--- config.mk ---
export PLATFORM = sky130hd
export DESIGN_NAME = jk_bank_ctrl
export DESIGN_NICKNAME = d
export VERILOG_FILES = /design/src/rtl/jk_ctrl_pkg.sv /design/src/rtl/jk_cell.sv /design/src/rtl/jk_bank_ctrl.sv
export SDC_FILE = /design/constraint.sdc
export NUM_CORES = 1
export LEC_CHECK = 0
export BUFFER_PORTS_ARGS = -buffer_cell sky130_fd_sc_hd__buf_2
export CAP_MARGIN = 20
export CORE_MARGIN = 8
export CORE_UTILIZATION = 40
export DETAILED_ROUTE_END_ITERATION = 10
export SETUP_SLACK_MARGIN = 0.15
export SKIP_CTS_REPAIR_TIMING = 1
export SYNTH_ARGS = -nofsm -noshare
export SYNTH_HDL_FRONTEND = slang
export SYNTH_SLANG_ARGS = --single-unit
export TNS_END_PERCENT = 10
--- constraint.sdc ---
create_clock -name clock -period 5.3 [get_ports clock]
set_clock_uncertainty 0.05 [all_clocks]
set_input_delay 1.06 -clock clock [delete_from_list [all_inputs] [get_ports clock]]
set_output_delay 1.06 -clock clock [all_outputs]
set_load 0.1 [all_outputs]
--- src/rtl/jk_ctrl_pkg.sv ---
// Shared opcodes and FSM state encoding for the JK bank controller.
package jk_ctrl_pkg;

  localparam int unsigned OP_W = 3;

  localparam logic [OP_W-1:0] OP_NOP    = 3'd0;
  localparam logic [OP_W-1:0] OP_LOAD   = 3'd1;
  localparam logic [OP_W-1:0] OP_CLEAR  = 3'd2;
  localparam logic [OP_W-1:0] OP_SET    = 3'd3;
  localparam logic [OP_W-1:0] OP_TOGGLE = 3'd4;
  localparam logic [OP_W-1:0] OP_CNT_UP = 3'd5;
  localparam logic [OP_W-1:0] OP_CNT_DN = 3'd6;
  localparam logic [OP_W-1:0] OP_SHL    = 3'd7;

  typedef enum logic [1:0] {
    S_IDLE = 2'd0,
    S_RUN  = 2'd1,
    S_DONE = 2'd2
  } state_t;

  // True for opcodes whose step count comes from cmd_count.
  function automatic logic is_multi_step(input logic [OP_W-1:0] op);
    return (op == OP_CNT_UP) || (op == OP_CNT_DN) || (op == OP_SHL);
  endfunction

endpackage

--- src/rtl/jk_cell.sv ---
// Single JK flip-flop: 00 hold, 01 clear, 10 set, 11 toggle.
module jk_cell (
  input  logic clock,
  input  logic reset,
  input  logic j,
  input  logic k,
  output logic q
);

  // JK state update with synchronous clear on reset.
  always_ff @(posedge clock) begin
    if (reset) begin
      q <= 1'b0;
    end else begin
      case ({j, k})
        2'b01:   q <= 1'b0;
        2'b10:   q <= 1'b1;
        2'b11:   q <= ~q;
        default: q <= q;
      endcase
    end
  end

endmodule

--- src/rtl/jk_bank_ctrl.sv ---
// Command sequencer driving per-bit J/K for a bank of JK cells.
module jk_bank_ctrl
  import jk_ctrl_pkg::*;
#(
  parameter int unsigned WIDTH = 4,
  parameter int unsigned CNT_W = 8
) (
  input  logic             clock,
  input  logic             reset,
  input  logic             cmd_valid,
  output logic             cmd_ready,
  input  logic [OP_W-1:0]  cmd_op,
  input  logic [WIDTH-1:0] cmd_data,
  input  logic [CNT_W-1:0] cmd_count,
  output logic [WIDTH-1:0] q,
  output logic             busy,
  output logic             done
);

  state_t             state;
  logic [OP_W-1:0]    op_r;
  logic [WIDTH-1:0]   data_r;
  logic [CNT_W-1:0]   remaining;
  logic [CNT_W-1:0]   steps_c;
  logic [WIDTH-1:0]   j_c;
  logic [WIDTH-1:0]   k_c;
  logic [WIDTH-1:0]   t_up_c;
  logic [WIDTH-1:0]   t_dn_c;
  logic [WIDTH-1:0]   shl_c;

  // Number of RUN cycles an incoming command needs.
  always_comb begin
    steps_c = '0;
    if (is_multi_step(cmd_op)) begin
      steps_c = cmd_count;
    end else if (cmd_op != OP_NOP) begin
      steps_c = CNT_W'(1);
    end
  end

  // Controller FSM with registered handshake/status outputs.
  always_ff @(posedge clock) begin
    if (reset) begin
      state     <= S_IDLE;
      op_r      <= '0;
      data_r    <= '0;
      remaining <= '0;
      cmd_ready <= 1'b1;
      busy      <= 1'b0;
      done      <= 1'b0;
    end else begin
      case (state)
        S_IDLE: begin
          if (cmd_valid) begin
            op_r      <= cmd_op;
            data_r    <= cmd_data;
            remaining <= steps_c;
            cmd_ready <= 1'b0;
            busy      <= 1'b1;
            if (steps_c == '0) begin
              state <= S_DONE;
              done  <= 1'b1;
            end else begin
              state <= S_RUN;
            end
          end
        end
        S_RUN: begin
          if (remaining != '0) begin
            remaining <= remaining - CNT_W'(1);
          end
          if (remaining <= CNT_W'(1)) begin
            state <= S_DONE;
            done  <= 1'b1;
          end
        end
        S_DONE: begin
          state     <= S_IDLE;
          cmd_ready <= 1'b1;
          busy      <= 1'b0;
          done      <= 1'b0;
        end
        default: begin
          state     <= S_IDLE;
          cmd_ready <= 1'b1;
          busy      <= 1'b0;
          done      <= 1'b0;
        end
      endcase
    end
  end

  // Ripple toggle enables for up/down counting and the shifted next value.
  always_comb begin
    t_up_c    = '0;
    t_dn_c    = '0;
    t_up_c[0] = 1'b1;
    t_dn_c[0] = 1'b1;
    for (int i = 1; i < int'(WIDTH); i++) begin
      t_up_c[i] = t_up_c[i-1] & q[i-1];
      t_dn_c[i] = t_dn_c[i-1] & ~q[i-1];
    end
    shl_c = {q[WIDTH-2:0], data_r[0]};
  end

  // Per-bit J/K drive; hold everywhere except RUN.
  always_comb begin
    j_c = '0;
    k_c = '0;
    if (state == S_RUN) begin
      case (op_r)
        OP_LOAD:   begin j_c = data_r;    k_c = ~data_r; end
        OP_CLEAR:  begin j_c = '0;        k_c = '1;      end
        OP_SET:    begin j_c = '1;        k_c = '0;      end
        OP_TOGGLE: begin j_c = data_r;    k_c = data_r;  end
        OP_CNT_UP: begin j_c = t_up_c;    k_c = t_up_c;  end
        OP_CNT_DN: begin j_c = t_dn_c;    k_c = t_dn_c;  end
        OP_SHL:    begin j_c = shl_c;     k_c = ~shl_c;  end
        default:   begin j_c = '0;        k_c = '0;      end
      endcase
    end
  end

  // Bank of JK storage cells.
  for (genvar g = 0; g < int'(WIDTH); g++) begin : g_cell
    jk_cell u_cell (
      .clock (clock),
      .reset (reset),
      .j     (j_c[g]),
      .k     (k_c[g]),
      .q     (q[g])
    );
  end

endmodule

* After elaboration in Yosys (flattened, before gate mapping)
Index checks and enable logic that the tools add are counted.
** Word-level totals
- Register bits :: 24
- Output and inout bits :: 7
** Operators by class
- $add $sub $neg :: 1
- $lt $le $gt $ge :: 1
- Eq/ne operators :: 27
- Muxes and demuxes :: 25
- Bitwise gates (word level) :: 11
- Reduce and logical (&&, ||, !) cells :: 17
** Operator list (number)
- 8-bit two-way mux :: 3
- 4-bit one-hot mux with 6 select lines :: 1
- 3-bit equality test, second input constant :: 7
- 4-bit one-hot mux with 5 select lines :: 1
- 2-bit equality test, second input constant :: 8
- 8-bit one-hot mux with 2 select lines :: 1
- 3-bit nonzero test :: 5
- 1-bit one-hot mux with 3 select lines :: 4
- 2-bit by 1-bit equality test with 1-bit output, second input constant :: 5
- 8-bit by 1-bit less-or-equal comparator with 1-bit output, second input constant :: 1
- 8-bit zero test :: 1
- 4-bit two-way mux :: 2
- 2-bit != test, second input constant :: 4
- 4-bit inverter :: 2
- 8-bit nonzero test :: 1
- 8-bit by 1-bit subtractor with 8-bit output, second input constant :: 1
- 3-bit by 2-bit equality test with 1-bit output, second input constant :: 2
- 1-bit two-way mux :: 6
- 2-bit two-way mux :: 3
- 1-bit one-hot mux with 2 select lines :: 3
- 2-bit AND reduction :: 3
- 3-bit AND reduction :: 2
- 1-bit inverter :: 5
- 1-bit bitwise AND :: 4
- 6 further kinds :: 7

* Longest topological paths before layout
Gate-level depths: netlist (run 1).
- Depth in word-level cells :: 8
- Depth in mapped cells :: 7
- Mapped depth without buffers :: 7

* Cells and area by module
Synthesis (run 1) repeated with hierarchy kept, for this count alone.
** Unflattened totals
- Cells, all modules :: 201
- Area total of the unflattened synthesis :: 1575.3 um2
** By module, submodules not included
- jk_bank_ctrl :: times used 1, cells an instance 189, area each 1450.1 um2
- jk_cell :: times used 4, cells an instance 3, area each 31.3 um2

* Worst setup path after synthesis (run 1)
Ideal clock, no wire load.
- Kind :: register to output
- Start :: register busy
- End :: output busy
- Arrival time :: 0.925 ns
- Data required time :: 4.190 ns
- Path slack :: 3.265 ns
- Cell stages (with the launch flop) :: 1
- Path buffers :: 0
- Path through :: dfxtp_1
** RTL lines
- start, declared :: RTL line jk_bank_ctrl.sv:16 : output logic busy,
- start signal, assigned :: RTL line jk_bank_ctrl.sv:49 : busy <= 1'b0;
- start signal, assigned :: RTL line jk_bank_ctrl.sv:59 : busy <= 1'b1;
- start signal, assigned :: RTL line jk_bank_ctrl.sv:80 : busy <= 1'b0;
No word-level cell between the ends.

* Final worst setup path (run 1)
- Start :: register g_cell[0].u_cell.q
- End :: output q[0]
** RTL lines
- start, declared :: RTL line jk_cell.sv:7 : output logic q
- start signal, assigned :: RTL line jk_cell.sv:18 : 2'b11: q <= ~q;
- start signal, assigned :: RTL line jk_cell.sv:19 : default: q <= q;
- end, declared :: RTL line jk_bank_ctrl.sv:15 : output logic [WIDTH-1:0] q,
No word-level cell between the ends.

==> flow_metrics.py, run 1 <==
metrics = {
    "clocking": {
        "cts_buffers": 3,
        "h-tree-depth": 1,
        "clk_latency_ns": 0.26,
        "cts_tree": "done",
        "clock-sinks": 24,
        "root_buffer": "clkbuf_8",
        "cts.clk_slew.worst_paths_ns": 0.08,
        "clockBufferDepth": 2,
    },
    "floorplanning": {
        "die_y_um": 78.4,
        "die-width_um": 78.4,
        "dieArea_um2": 6150,
        "std_cell_rows": 22,
        "initial_core_util_pct": 41.9,
        "coreArea_um2": 3720,
        "io_pins": 25,
    },
    "setup_path": {
        "crit_required_ns": 4.19,
        "cp.buffers_inverters": 1,
        "crit_type": "reg2out",
        "cp_top_family": "flip-flops",
        "cp_max_fo": 9,
        "startpoint_type": "register",
        "crit_arrival_ns": 1.24,
        "crit_chain": "buf_2",
        "crit_start": "g_cell[0].u_cell.q$_SDFFE_PP0P_",
        "critPathCaptureType": "output port",
        "critPathSlowestCell": "dfxtp_1",
        "slowest_delay_ns": 0.49,
        "reg2reg_from": "remaining[0]$_SDFFE_PP0P_",
    },
    "power": {
        "pwr_density_cell_nw_per_um2": 343,
        "leakage_nw": 0.634,
        "peakVddDrop_mv": 0.213,
        "power.total_mw": 0.578,
    },
    "finish": {
        "register_area_um2": 480,
        "utilization_pct": 45.3,
        "fin_area_um2": 1680,
        "final_nets": 240,
        "multi_input_area_um2": 938,
        "antenna_cells": 0,
        "drive_above_1_share_pct": 18.3,
        "stdcell_count": 267,
        "nFillCells": 418,
        "area_growth_pct": 8.11,
    },
    "sta": {
        "tightest_slew_ns": 0.634,
        "fmax_mhz": 425,
        "slew_headroom_pct": 57.7,
        "slew_viol_final": 0,
        "min_period_ns": 2.35,
        "fin_ws_ns": 2.95,
        "finalSetupViolations": 0,
        "min_period_over_period_pct": 44.4,
        "fin_setup_tns_ns": 0,
        "rsz0062_at_grt": "no",
        "finalHoldViolCount": 0,
        "fin_hold_ws_ns": 0.417,
    },
    "logic_synthesis": {
        "yosys_warnings": 0,
        "post_synth_num_cell_types": 54,
        "synth_top_flop_cell": "dfxtp_1",
        "yosysSeqAreaShare_pct": 30.8,
        "ys_ff_latch": 24,
        "ys_async_sr_fraction_pct": 0,
        "syn_area_um2": 1560,
        "syn_inst": 207,
        "synth_edf_count": 0,
        "synthesis.nets": 227,
        "synth.avg_cell_area_um2": 7.53,
    },
    "routing": {
        "vias_per_cell": 5.65,
        "drc": 0,
        "drtIter0Drc": 75,
        "num_vias": 1508,
        "drt_wl_total_mm": 3.77,
        "wl_per_cell_um": 14.1,
        "first_pass_iters": 6,
        "ant_nets": 0,
    },
    "global_route": {
        "antenna_found_initial": 0,
        "grt_overflow_total": 0,
        "grtUsageTotal_pct": 12.7,
        "grt_max_degree": 25,
        "first_global_vias": 1483,
        "grt_pass1_wl_mm": 6.58,
    },
    "placement": {
        "place_area_um2": 1630,
        "hpwl_mm": 2.75,
        "place_ws_ns": 2.96,
        "gp_congestion": 0.811,
        "io_buffers": 24,
        "placed_cells": 263,
    },
    "worst_hold_path": {
        "min_path_type": "reg2reg",
        "hold_start": "done$_SDFFE_PP0P_",
    },
    "outcome": {
        "outcome": "finished clean",
    },
    "job": {
        "maxCapViolations": 0,
    },
}
==> kinds of logic after synthesis <==
group                      count (synthesis)  synth area share [%]
DFF                                       24                  30.8
xor gates and xnor gates                   1                 0.562
buffers and inverters                     24                  8.92
AOI/OAI and AO/OA                         75                  32.0
and+or+nand+nor                           81                  26.1
adders and majority gates                  2                  1.61
==> report_power, final <==
group / internal, mW / switching (mW)
registers: 0.203 / 0.0348
clock network: 0.0663 / 0.0579
logic: 0.0802 / 0.136
total: 0.350 / 0.229
==> worst paths after layout <==
check,depth (start not counted),end,slack [ns]
worst max-delay path,1,q[0],2.95
worst min-delay path,1,done$_SDFFE_PP0P_,0.42
worst max register to register,7,remaining[6]$_SDFFE_PP0P_,3.30
worst min register to register,1,done$_SDFFE_PP0P_,0.42
==> cells in the final DEF, fill, tap and decap left out, types with 3 or more instances in the layout <==
cell type | netlist | final
a21oi_1 | 27 | 27
dfxtp_1 | 24 | 24
buf_2 | 4 | 24
nand2_1 | 23 | 23
nor2_1 | 22 | 22
nor3_1 | 11 | 11
inv_1 | 7 | 7
nand2b_1 | 7 | 7
o21ai_0 | 6 | 6
a211oi_1 | 5 | 5
a31oi_1 | 4 | 4
o21ai_1 | 4 | 4
clkbuf_8 | 1 | 4
o31ai_1 | 3 | 3
==> cell usage after synthesis (3+ instances only) <==
| master | instances | area [µm²] |
|---|---|---|
| a21oi_1 | 27 | 135 |
| dfxtp_1 | 24 | 480 |
| nand2_1 | 23 | 86.3 |
| nor2_1 | 22 | 82.6 |
| nor3_1 | 11 | 55.1 |
| inv_1 | 7 | 26.3 |
| nand2b_1 | 7 | 43.8 |
| o21ai_0 | 6 | 30.0 |
| a211oi_1 | 5 | 37.5 |
| buf_4 | 5 | 37.5 |
| a31oi_1 | 4 | 25.0 |
| buf_2 | 4 | 20.0 |
| clkbuf_1 | 4 | 15.0 |
| o21ai_1 | 4 | 20.0 |
| o31ai_1 | 3 | 22.5 |
==> metal layers <==
layer / global-route usage, % / share of wire [%] / up-vias
met2: 22.3 / 48 / 25
met4: 2.78 / 0.66 / 0
met3: 3.08 / 3.2 / 2
li1: - / - / 778
met5: 0 / 0 / -
met1: 15.2 / 48 / 703
==> registers in the layout, indices dropped and copies added, names as in the netlist <==
signal           cells
remaining            8
cmd_ready            1
state                2
done                 1
op_r                 3
g_cell.u_cell.q      4
data_r               4
busy                 1
==> final cells by class <==
type / count / share of cell area [%]
inverters: 8 / 1.78
clock buffers: 4 / 3.27
flip-flops and latches: 24 / 28.5
well taps: 48 / 3.57
repair buffers: 24 / 7.13
multi-input cells: 159 / 55.7
Note: power is estimated with default switching activity, not from simulation.
==> inputs of run 2 (changes only) <==
==> constraint.sdc (replaced) <==
create_clock -name clock -period 1.9 [get_ports clock]
set_clock_uncertainty 0.05 [all_clocks]
set_input_delay 0.38 -clock clock [delete_from_list [all_inputs] [get_ports clock]]
set_output_delay 0.38 -clock clock [all_outputs]
set_load 0.1 [all_outputs]
==> run 2 against run 1 <==
  * Hold slack got worse by 0.12 ns
  * Combinational power increased to 3.4 times the previous value
  * Sequential share of layout area fell by 1.7 points
==> flow_metrics.py, run 2 (same netlist as run 1, synthesis figures left out) <==
metrics = {
    "clocking": {
        "cts_tree": "done",
        "cts.clk_slew.worst_paths_ns": 0.09,
        "clockBufferDepth": 2,
        "h-tree-depth": 1,
        "clock-sinks": 24,
        "root_buffer": "clkbuf_8",
        "clk_latency_ns": 0.26,
        "cts_buffers": 3,
    },
    "power": {
        "combinationalPowerShare_pct": 42.2,
        "sw_frac_of_total_pct": 39.5,
        "netSwitchingPower_mw": 0.680,
        "pwr_density_cell_nw_per_um2": 956,
        "internal-power_mw": 1.04,
        "leakage_nw": 0.699,
        "pwr-share-seq_pct": 37.7,
        "peakVddDrop_mv": 0.518,
        "clockPowerShare_pct": 20.2,
    },
    "placement": {
        "hpwl_mm": 3.00,
        "io_buffers": 24,
        "placed_cells": 274,
        "gp_congestion": 0.870,
    },
    "global_route": {
        "grt_pass1_wl_mm": 6.69,
        "grt_overflow_total": 0,
        "grt_max_degree": 14,
        "grtUsageTotal_pct": 12.9,
        "antenna_found_initial": 0,
        "first_global_vias": 1448,
    },
    "job": {
        "maxCapViolations": 0,
    },
    "sta": {
        "slew_viol_final": 0,
        "min_period_ns": 1.72,
        "finalHoldViolCount": 0,
        "slew_headroom_pct": 67.7,
        "min_period_over_period_pct": 90.7,
        "fin_setup_tns_ns": 0,
        "fin_hold_ws_ns": 0.294,
        "tightest_slew_ns": 0.488,
        "fmax_mhz": 580,
        "rsz0062_at_grt": "yes",
        "finalSetupViolations": 0,
    },
    "routing": {
        "drtIter0Drc": 94,
        "drc": 0,
        "ant_nets": 0,
        "wl_per_cell_um": 14.6,
        "vias_per_cell": 5.62,
        "first_pass_iters": 4,
        "drt_wl_total_mm": 4.06,
        "num_vias": 1568,
    },
    "setup_path": {
        "startpoint_type": "register",
        "crit_arrival_ns": 1.85,
        "crit_required_ns": 2.02,
        "reg2reg_from": "remaining[6]$_SDFFE_PP0P_",
        "critPathCaptureType": "register",
        "crit_type": "reg2reg",
        "ff2ff_path_depth": 5,
        "cp_max_fo": 8,
        "crit_start": "remaining[6]$_SDFFE_PP0P_",
        "cp-endpoint": "remaining[1]$_SDFFE_PP0P_",
        "r2r_end": "remaining[1]$_SDFFE_PP0P_",
        "reg2reg_slack_ns": 0.18,
    },
    "worst_hold_path": {
        "min_path_type": "in2reg",
    },
    "floorplanning": {
        "die_y_um": 78.4,
        "dieArea_um2": 6150,
        "io_pins": 25,
        "coreArea_um2": 3720,
        "die-width_um": 78.4,
        "initial_core_util_pct": 41.9,
        "std_cell_rows": 22,
    },
    "finish": {
        "top_register": "remaining",
        "area_growth_pct": 15.7,
        "final_cell_mix": "a21oi_1 (27), buf_2 (24), nand2_1 (23), nor2_1 (22), dfxtp_1 (22)",
        "final_common_cell": "a21oi_1",
        "stdcell_count": 279,
        "nFillCells": 384,
        "largestRegisters": "remaining (8), data_r (4), g_cell.u_cell.q (4)",
        "antenna_cells": 0,
        "largest_reg_flops": 8,
        "drive_above_1_share_pct": 25.5,
        "final_nets": 252,
    },
    "outcome": {
        "outcome": "finished clean",
    },
}
run 2: critical path: stages, from the launching register on:
cell and delay (ns):
dfxtp_1 0.37, nor3_1 0.42, a31oi_2 0.22, nor2_4 0.25
a211oi_1 0.08, a211oi_1 0.23
run 2: routing by layer:
metal	global-route usage, %	wire, µm	vias up	share of wire, %
li1	-	-	793	-
met1	15.7	1820	730	45
met2	22.5	2020	41	50
met3	1.71	169	4	4.2
met4	4.81	52	0	1.3
met5	0	0	-	0
run 2: worst min-delay path by stage:
stage / depth (start not counted) / end / start / slack [ns]
global route: 3 / data_r[1]$_SDFFE_PP0P_ / cmd_data[1] / 0.30
finish: 3 / data_r[0]$_SDFFE_PP0P_ / cmd_data[0] / 0.29
CTS: 3 / data_r[2]$_SDFFE_PP0P_ / cmd_data[2] / 0.29
floorplan: 1 / g_cell[2].u_cell.q$_SDFFE_PP0P_ / reset / 0.40
global placement: 1 / done$_SDFFE_PP0P_ / done$_SDFFE_PP0P_ / 0.40
detailed placement: 1 / done$_SDFFE_PP0P_ / done$_SDFFE_PP0P_ / 0.40
run 2: final cells by class:
class                   instances  area [µm²]  share of cell area [%]
multi-input cells             159         965                    53.5
inverters                       8        30.0                    1.67
flip-flops and latches         24         483                    26.8
clock buffers                   4        55.1                    3.05
repair buffers                 36         210                    11.7
well taps                      48        60.1                    3.33
run 2: power groups by stage:
stage | Clock [mW] | Combinational (mW) | Sequential, mW
6_report | 0.347 | 0.727 | 0.649
5_1_grt | 0.380 | 0.788 | 0.660
4_1_cts | 0.356 | 0.684 | 0.643
3_5_place_dp | 0 | 0.681 | 0.654
3_3_place_gp | 0 | 0.680 | 0.656
2_1_floorplan | 0 | 0.486 | 0.695
run 2: per-stage QoR:
stage | util (%) | power, mW | setup slack (ns) | cell area, µm²
after floorplan | - | 1.18 | 0.178 | 1570
after global placement | 46.3 | 1.34 | 0.198 | 1720
after detailed placement | 46.3 | 1.33 | 0.165 | 1720
after CTS | 47.8 | 1.68 | 0.152 | 1780
after global routing | 48.5 | 1.83 | 0.0762 | 1800
final | 48.5 | 1.72 | 0.177 | 1800
